<file path="src/rtl/riscv_pkg.sv">
// Shared RV32I definitions for the multi-cycle core.
//   - 7-bit opcode constants for the instruction classes the sequencer decodes
//   - sequencer state encoding (FETCH=0 .. TRAP=5)
//   - is_known_op(): true for every opcode class the sequencer executes
package riscv_pkg;

  localparam logic [6:0] R_TYPE = 7'b0110011;
  localparam logic [6:0] I_TYPE = 7'b0010011;
  localparam logic [6:0] LOAD   = 7'b0000011;
  localparam logic [6:0] STORE  = 7'b0100011;
  localparam logic [6:0] BRANCH = 7'b1100011;
  localparam logic [6:0] JAL    = 7'b1101111;
  localparam logic [6:0] JALR   = 7'b1100111;

  typedef enum logic [2:0] {
    S_FETCH   = 3'd0,
    S_DECODE  = 3'd1,
    S_EXECUTE = 3'd2,
    S_MEM     = 3'd3,
    S_WB      = 3'd4,
    S_TRAP    = 3'd5
  } seq_state_t;

  function automatic logic is_known_op(input logic [6:0] op);
    return (op == R_TYPE) || (op == I_TYPE) || (op == LOAD) || (op == STORE) ||
           (op == BRANCH) || (op == JAL) || (op == JALR);
  endfunction

endpackage

</file>
<file path="src/rtl/multicycle_sequencer_retire_counter.sv">
// retire_counter: CNT_W-bit enable-increment counter, wraps modulo 2^CNT_W.
// Ports:
//   clk    in   core clock
//   rst_n  in   asynchronous active-low reset (clears count)
//   en     in   increment this cycle
//   count  out  current count
module retire_counter #(
  parameter int CNT_W = 32
) (
  input  logic             clk,
  input  logic             rst_n,
  input  logic             en,
  output logic [CNT_W-1:0] count
);

  logic [CNT_W-1:0] r_count;

  always_ff @(posedge clk or negedge rst_n) begin
    if (!rst_n)  r_count <= '0;
    else if (en) r_count <= r_count + 1'b1;
  end

  assign count = r_count;

endmodule

</file>
<file path="src/rtl/multicycle_sequencer.sv">
// multicycle_sequencer: steps each RV32I instruction through FETCH, DECODE,
// EXECUTE, MEM and WB and issues single-cycle datapath strobes.
// Optional feature macro: SEQ_TRAP_EN (unknown opcodes trap in DECODE and
// the sticky trap output exists; otherwise they retire as NOP).
// Ports:
//   clk, rst_n             clock, async active-low reset
//   run                    permit a new instruction fetch
//   opcode                 opcode of the latched instruction register
//   branch_taken           branch compare result, valid in EXECUTE
//   imem_req / imem_ready  instruction fetch handshake
//   ir_load                latch fetched word into the instruction register
//   dmem_req/dmem_we/dmem_ready  data memory handshake (we=1 for STORE)
//   rf_we                  register-file write strobe
//   pc_load / pc_sel       PC update; sel 0 = PC+4, 1 = branch/jump target
//   state                  current state (debug)
//   instret                retired-instruction count
//   trap                   sticky illegal-opcode flag (SEQ_TRAP_EN only)
module multicycle_sequencer
  import riscv_pkg::*;
#(
  parameter int CNT_W = 32
) (
  input  logic             clk,
  input  logic             rst_n,
  input  logic             run,
  input  logic [6:0]       opcode,
  input  logic             branch_taken,
  output logic             imem_req,
  input  logic             imem_ready,
  output logic             ir_load,
  output logic             dmem_req,
  output logic             dmem_we,
  input  logic             dmem_ready,
  output logic             rf_we,
  output logic             pc_load,
  output logic             pc_sel,
  output logic [2:0]       state,
  output logic [CNT_W-1:0] instret
`ifdef SEQ_TRAP_EN
  ,
  output logic             trap
`endif
);

  seq_state_t r_state;
  seq_state_t w_next;
  logic       r_imem_pend;

  logic w_imem_req, w_ir_load, w_dmem_req, w_dmem_we;
  logic w_rf_we, w_pc_load, w_pc_sel;

  // State register and outstanding-fetch flag
  always_ff @(posedge clk or negedge rst_n) begin
    if (!rst_n) begin
      r_state     <= S_FETCH;
      r_imem_pend <= 1'b0;
    end else begin
      r_state     <= w_next;
      // A raised fetch request stays up until imem_ready, even if run drops.
      r_imem_pend <= w_imem_req & ~imem_ready;
    end
  end

  // Next-state logic
  always_comb begin
    w_next = r_state;
    case (r_state)
      S_FETCH:   if (w_imem_req && imem_ready) w_next = S_DECODE;
      S_DECODE: begin
`ifdef SEQ_TRAP_EN
        if (!is_known_op(opcode)) w_next = S_TRAP;
        else                      w_next = S_EXECUTE;
`else
        w_next = S_EXECUTE;
`endif
      end
      S_EXECUTE: begin
        case (opcode)
          R_TYPE, I_TYPE: w_next = S_WB;
          LOAD, STORE:    w_next = S_MEM;
          default:        w_next = S_FETCH;
        endcase
      end
      S_MEM: begin
        if (dmem_ready) w_next = (opcode == LOAD) ? S_WB : S_FETCH;
      end
      S_WB:      w_next = S_FETCH;
      S_TRAP:    w_next = S_TRAP;
      default:   w_next = S_FETCH;
    endcase
  end

  // Strobe decode
  always_comb begin
    w_imem_req = 1'b0;
    w_ir_load  = 1'b0;
    w_dmem_req = 1'b0;
    w_dmem_we  = 1'b0;
    w_rf_we    = 1'b0;
    w_pc_load  = 1'b0;
    w_pc_sel   = 1'b0;
    case (r_state)
      S_FETCH: begin
        w_imem_req = run | r_imem_pend;
        w_ir_load  = w_imem_req & imem_ready;
      end
      S_EXECUTE: begin
        case (opcode)
          BRANCH: begin
            w_pc_load = 1'b1;
            w_pc_sel  = branch_taken;
          end
          JAL, JALR: begin
            w_rf_we   = 1'b1;
            w_pc_load = 1'b1;
            w_pc_sel  = 1'b1;
          end
          R_TYPE, I_TYPE, LOAD, STORE: ;
          // Unknown opcode retires as a NOP (only reachable without traps).
          default:  w_pc_load = 1'b1;
        endcase
      end
      S_MEM: begin
        w_dmem_req = 1'b1;
        w_dmem_we  = (opcode == STORE);
        // A store retires in MEM; a load still needs its WB cycle.
        w_pc_load  = dmem_ready & (opcode != LOAD);
      end
      S_WB: begin
        w_rf_we   = 1'b1;
        w_pc_load = 1'b1;
      end
      default: ;
    endcase
  end

  // Outputs are forced low for the whole time reset is held.
  assign imem_req = rst_n & w_imem_req;
  assign ir_load  = rst_n & w_ir_load;
  assign dmem_req = rst_n & w_dmem_req;
  assign dmem_we  = rst_n & w_dmem_we;
  assign rf_we    = rst_n & w_rf_we;
  assign pc_load  = rst_n & w_pc_load;
  assign pc_sel   = rst_n & w_pc_sel;
  assign state    = rst_n ? r_state : 3'd0;

`ifdef SEQ_TRAP_EN
  assign trap = rst_n & (r_state == S_TRAP);
`endif

  retire_counter #(.CNT_W(CNT_W)) u_retire_counter (
    .clk   (clk),
    .rst_n (rst_n),
    .en    (pc_load),
    .count (instret)
  );

endmodule

</file>
<file path="config.mk">
export PLATFORM = sky130hd
export DESIGN_NAME = multicycle_sequencer
export DESIGN_NICKNAME = d
export VERILOG_FILES = /design/src/rtl/riscv_pkg.sv /design/src/rtl/multicycle_sequencer_retire_counter.sv /design/src/rtl/multicycle_sequencer.sv
export SDC_FILE = /design/constraint.sdc
export NUM_CORES = 1
export LEC_CHECK = 0
export BUFFER_PORTS_ARGS = -buffer_cell sky130_fd_sc_hd__buf_2
export CAP_MARGIN = 5
export CORE_ASPECT_RATIO = 1.2
export CORE_MARGIN = 5
export CORE_UTILIZATION = 44
export DETAILED_ROUTE_END_ITERATION = 10
export GPL_ROUTABILITY_DRIVEN = 0
export GPL_TIMING_DRIVEN = 0
export PLACE_DENSITY = 0.7
export REMOVE_ABC_BUFFERS = 1
export SLEW_MARGIN = 15
export SYNTH_ARGS = -nofsm -noshare
export SYNTH_HDL_FRONTEND = slang
export SYNTH_SLANG_ARGS = --single-unit
</file>
<file path="constraint.sdc">
create_clock -name clk -period 1.9 [get_ports clk]
set_input_delay 0.095 -clock clk [delete_from_list [all_inputs] [get_ports clk]]
set_output_delay 0.095 -clock clk [all_outputs]
set_load 0.05 [all_outputs]
</file>
# Word-level counts from Yosys, hierarchy flattened
# Index checks and enable logic that the tools add are counted.
dict set report totals {
  reg_bits 36
  input_bits 13
  output_inout_bits 42
  wordCells 54
}
dict set report op_classes {
  addsub 1
  n_eq_ne 15
  mux 16
  n_bitwise 12
  reduce_logical 7
}
# cell count
set ops {}
lappend ops {{32-bit by 1-bit adder with 32-bit output, second input constant} 1}
lappend ops {{7-bit equality test, second input constant} 3}
lappend ops {{3-bit case mux with 5 select lines} 1}
lappend ops {{7-bit by 6-bit equality test with 1-bit output, second input constant} 2}
lappend ops {{3-bit 2-to-1 mux} 4}
lappend ops {{1-bit AND} 10}
lappend ops {{7-bit by 2-bit equality test with 1-bit output, second input constant} 1}
lappend ops {{7-bit by 5-bit equality test with 1-bit output, second input constant} 1}
lappend ops {{1-bit 2-to-1 mux} 7}
lappend ops {{7-bit by 2-bit inequality test with 1-bit output, second input constant} 1}
lappend ops {{3-bit by 2-bit equality test with 1-bit output, second input constant} 2}
lappend ops {{3-bit equality test, second input constant} 2}
lappend ops {{3-bit case mux with 2 select lines} 1}
lappend ops {{2-bit OR reduction} 3}
lappend ops {{2-bit inequality test, second input constant} 2}
lappend ops {{1-bit case mux with 2 select lines} 2}
lappend ops {{4-bit OR reduction} 1}
lappend ops {{3-bit by 1-bit equality test with 1-bit output, second input constant} 1}
lappend ops {{3-bit zero test} 1}
lappend ops {{1-bit case mux with 3 select lines} 1}
lappend ops {{2-bit AND reduction} 1}
lappend ops {{1-bit logical AND} 1}
lappend ops {{1-bit NOT} 1}
lappend ops {{1-bit OR} 1}

# Logic depth before layout (Yosys ltp)
dict set report depth {
  word_depth 5
  depth_mapped 7
  ltp_nobuf 5
}

# Hierarchy
# A second synthesis with hierarchy kept.
dict set report unflattened {
  hier_cells 176
  hier_area_um2 1843.0
}
# mod instances cells_each area_each_um2 seq_area_each_um2
set modules_own_cells {}
lappend modules_own_cells {retire_counter 1 123 1448.9 800.8}
lappend modules_own_cells {multicycle_sequencer 1 53 394.1 100.1}

# Least setup slack after synthesis
# OpenSTA, ideal clock, no wires.
dict set report synth_path {
  kind {register to output}
  startpoint {reg r_state[2]}
  endpoint {out pc_sel}
  arrival_time_ns 2.244
  t_required_ns 1.805
  slack_ns -0.439
  stages_incl_launch_ff 5
  path_buffers 1
  path_cell_list {dfrtp_1 -> buf_6 -> or2b_4 -> nor4_1 -> nor3b_1}
}
dict set report synth_between {
  elab_chain_cells 3
}
# item line_no
set synth_rtl {}
lappend synth_rtl {{from (decl)} multicycle_sequencer.sv:45} ;# seq_state_t r_state;
lappend synth_rtl {{from (signal assigned)} multicycle_sequencer.sv:58} ;# r_state <= w_next;
lappend synth_rtl {{3-bit by 2-bit equality test with 1-bit output} multicycle_sequencer.sv:102} ;# case (r_state)
lappend synth_rtl {{1-bit 2-to-1 mux} multicycle_sequencer.sv:102}
lappend synth_rtl {{1-bit AND} multicycle_sequencer.sv:144} ;# assign pc_sel = rst_n & w_pc_sel;
lappend synth_rtl {{to (decl)} multicycle_sequencer.sv:36} ;# output logic pc_sel,
# No other way between the ends.

# Worst setup path after layout
dict set report layout_path {
  startpoint {reg r_state[0]}
  endpoint {out pc_load}
}
dict set report layout_between {
  elab_chain_cells 3
  word_cells_on_any_way 5
  cone_classes {eq/ne: 3; mux: 1; bitwise: 1}
}
# item line_no
set layout_rtl {}
lappend layout_rtl {{3-bit equality test or 3-bit by 2-bit equality test with 1-bit output (tied branches)} multicycle_sequencer.sv:102}
lappend layout_rtl {{1-bit case mux with 3 select lines *} multicycle_sequencer.sv:102}
lappend layout_rtl {{1-bit AND *} multicycle_sequencer.sv:143} ;# assign pc_load = rst_n & w_pc_load;
lappend layout_rtl {{to (decl)} multicycle_sequencer.sv:35} ;# output logic pc_load,
# Every way passes the cells marked *; elsewhere a longest branch is shown, timed or not.

==> qor.txt <==
initial DRC count -> 49
CORE AREA -> 0.00420 mm²
largest net degree at the start of global routing -> 37
Longest Clk Path Bufs -> 2
CTS tree -> yes
status -> finished, final reports clean
Cell Area, Synth -> 0.00187 mm²
DR pass1 iterations -> 4
grt total ovfl -> 0
fraction of layout cells with a size suffix above 1 -> 34.7%
period utilization -> 96.8%
final core utilization -> 58.0%
Slew Viols, Final -> 0
GRT Total Usage -> 14.9%
max_slew headroom -> 72.2%
r2r worst-path depth -> 5
Area Overhead vs Synth -> 30.0%
Min-Delay Endpoint -> r_state[1]$_DFFE_PN0P_
WHS Path Cells -> 2
sequential cell fraction of total power -> 42.9%
max cap viols -> 0
Worst-Skew Late Latency -> 0.28 ns
commonest non-fill, non-tap cells in the layout -> 50 x buf_2, 33 x dfrtp_1, 18 x nor2_1
YS warnings -> 0
Tmin final -> 1.84 ns
predominant post-synthesis flop cell -> dfrtp_1
internal power -> 1400 µW
placed cells -> 287
Post-synth EDFFs -> 0
worst-path maximum fanout -> 12
Mapped Avg Cell Area -> 10.3 µm²
ANT nets after route -> 0
Worst R2R Start -> r_state[0]$_DFFE_PN0P_
most common cell after layout, fill and taps aside -> buf_2
Routed WL -> 4.02 mm
synthesized instance count -> 181
Seq/Total Area, Yosys -> 48.2%
Worst-Margin Slew -> 0.414 ns
clock sink count -> 36
required time of the critical path -> 1.80 ns
total CTS buffers -> 5
crit end category -> output port
worst path arrival time -> 1.74 ns
Port Buf Inserts -> 54
number of cell rows -> 26
Comb pwr share -> 26.8%
async set-reset flop share out of synthesis -> 100%
Power Dens Cells -> 895 mW/mm²
Hold Path Origin -> dmem_ready
Crit Path Class -> flip-flop to output port
Worst R2R End -> u_retire_counter.count[21]$_DFFE_PN0P_
DIE HEIGHT -> 81.4 µm
Leakage -> 0.00118 µW
CTS HTree Levels -> 2
Starting Density -> 44.6%
Hold Crit Class -> primary input to flip-flop
Fin. Hold Viols -> 0
Finish-stage setup viols -> 0
Die Wd -> 69.5 µm
synth unique cells -> 41
R2R setup slack -> 0.10 ns
pre-CTS setup slack -> -0.374 ns
clock slew at reported path FFs -> 0.07 ns
Clk pwr share -> 30.2%
Worst setup SP type -> flip-flop
IO Pins -> 55
die area -> 0.00566 mm²
f_max -> 544 MHz
DR DRC count -> 0
routed vias -> 1,506
ant diodes -> 0
Post-DP HPWL -> 2.80 mm
net switching power -> 778 µW
flops & latches, synth -> 36
global-route wire length before repair -> 6.73 mm
Clock Skews -> 0.00519 ns
number of global-route vias before repair -> 1,483
Via-to-Cell Ratio -> 4.95
root buffer cell -> clkbuf_8
switching portion of total power -> 35.8%
initial antenna violation count -> 0
routed wire length per instance -> 13.2 µm
Worst IR Drop VDD -> 0.803 mV
nets -> 261
final worst setup slack -> 0.0603 ns
overall power -> 2180 µW
post-route insts no fill -> 304
==> repair_timing <==
action                                 in CTS  in global routing
buffers inserted                            1                  5
endpoints found under the hold margin      37                  0
hold buffers                                3                  0
resized for setup                          13                  5
setup endpoints to repair                  14                  9
pin swaps                                   1                  4
==> metrics by stage <==
stage	hold WS, ns	instance area (µm²)	setup TNS [ns]
floorplan	-0.201	1840	-1.69
global placement	0.257	2180	-5.81
detailed placement	0.250	2180	-6.43
CTS	0.0558	2370	0
global route	0.0735	2430	-0.00105
finish	0.0699	2430	0
==> metal layers <==
layer / vias up / routed length, µm / part of all wire [%] / GRT usage [%]
met5: - / 0 / 0 / 0
met4: 0 / 47 / 1.2 / 6.45
met3: 2 / 246 / 6.1 / 4.77
met2: 45 / 1940 / 48 / 24.3
met1: 702 / 1780 / 44 / 18.4
li1: 757 / - / - / -
==> worst max path at each step <==
| stage | startpoint | end | slack, ns | cells past startpoint |
|---|---|---|---|---|
| after floorplan | r_state[2]$_DFFE_PN0P_ | pc_sel | -0.42 | 3 |
| after global placement | rst_n | u_retire_counter.count[1]$_DFFE_PN0P_ | -0.38 | 5 |
| after detailed placement | rst_n | u_retire_counter.count[1]$_DFFE_PN0P_ | -0.37 | 5 |
| after CTS | r_state[2]$_DFFE_PN0P_ | pc_sel | 0.01 | 4 |
| after global routing | r_state[0]$_DFFE_PN0P_ | pc_load | -0.0005 | 4 |
| final | r_state[0]$_DFFE_PN0P_ | pc_load | 0.06 | 4 |
==> layout make-up <==
class                      instances  area [µm²]
clock buffer                       6        72.6
clock inverter                     2        35.0
fill                             372        1760
inverter                           9        33.8
multi-input combinational        132         943
sequential                        36         905
tap                               56        70.1
timing repair buffer              63         373
==> logic make-up (layout without fill, tap and decap cells) <==
family	Yosys count	in the layout	share of synthesized area, %
and+or+nand+nor	87	87	27.6
muxes	1	1	0.602
buffers and inverters	13	80	3.48
adders and majority gates	1	1	0.669
DFF	36	36	48.2
xor gates and xnor gates	32	32	15.4
AOI/OAI and AO/OA	11	11	4.08
==> power groups by stage <==
stage,clock network [µW],registers [µW],logic [µW]
2_1_floorplan,0,1150,198
3_3_place_gp,0,943,555
3_5_place_dp,0,948,562
4_1_cts,677,934,582
5_1_grt,697,951,618
6_report,658,934,584
==> cells in the mapped netlist, drive strengths merged (2+ instances only) <==
cell    number  area, µm²
a21oi        2       10.0
dfrtp       36        901
o21ai        3       15.0
and4         4       37.5
xnor2       17        149
nand3       13       65.1
nor3         7       40.0
buf          3       27.5
nand4b       2       23.8
nand2       14       52.6
and3         4       25.0
nor3b        2       15.0
nor4         4       40.0
nand4        8       65.1
inv          9       33.8
o22ai        2       18.8
and2         4       25.0
nor2        18       67.6
xor2        15        139
==> sequential cells by signal, summed over array words and instances (netlist names) <==
signal,count
u_retire_counter.count,32
r_state,3
r_imem_pend,1
==> critical path: stages, from the launching register on <==
cell and delay, ns:
dfrtp_2 0.48, or3b_1 0.45, nand4b_4 0.15, and2_4 0.21, buf_6 0.17
No activity file was read; power rests on OpenSTA's default activity.
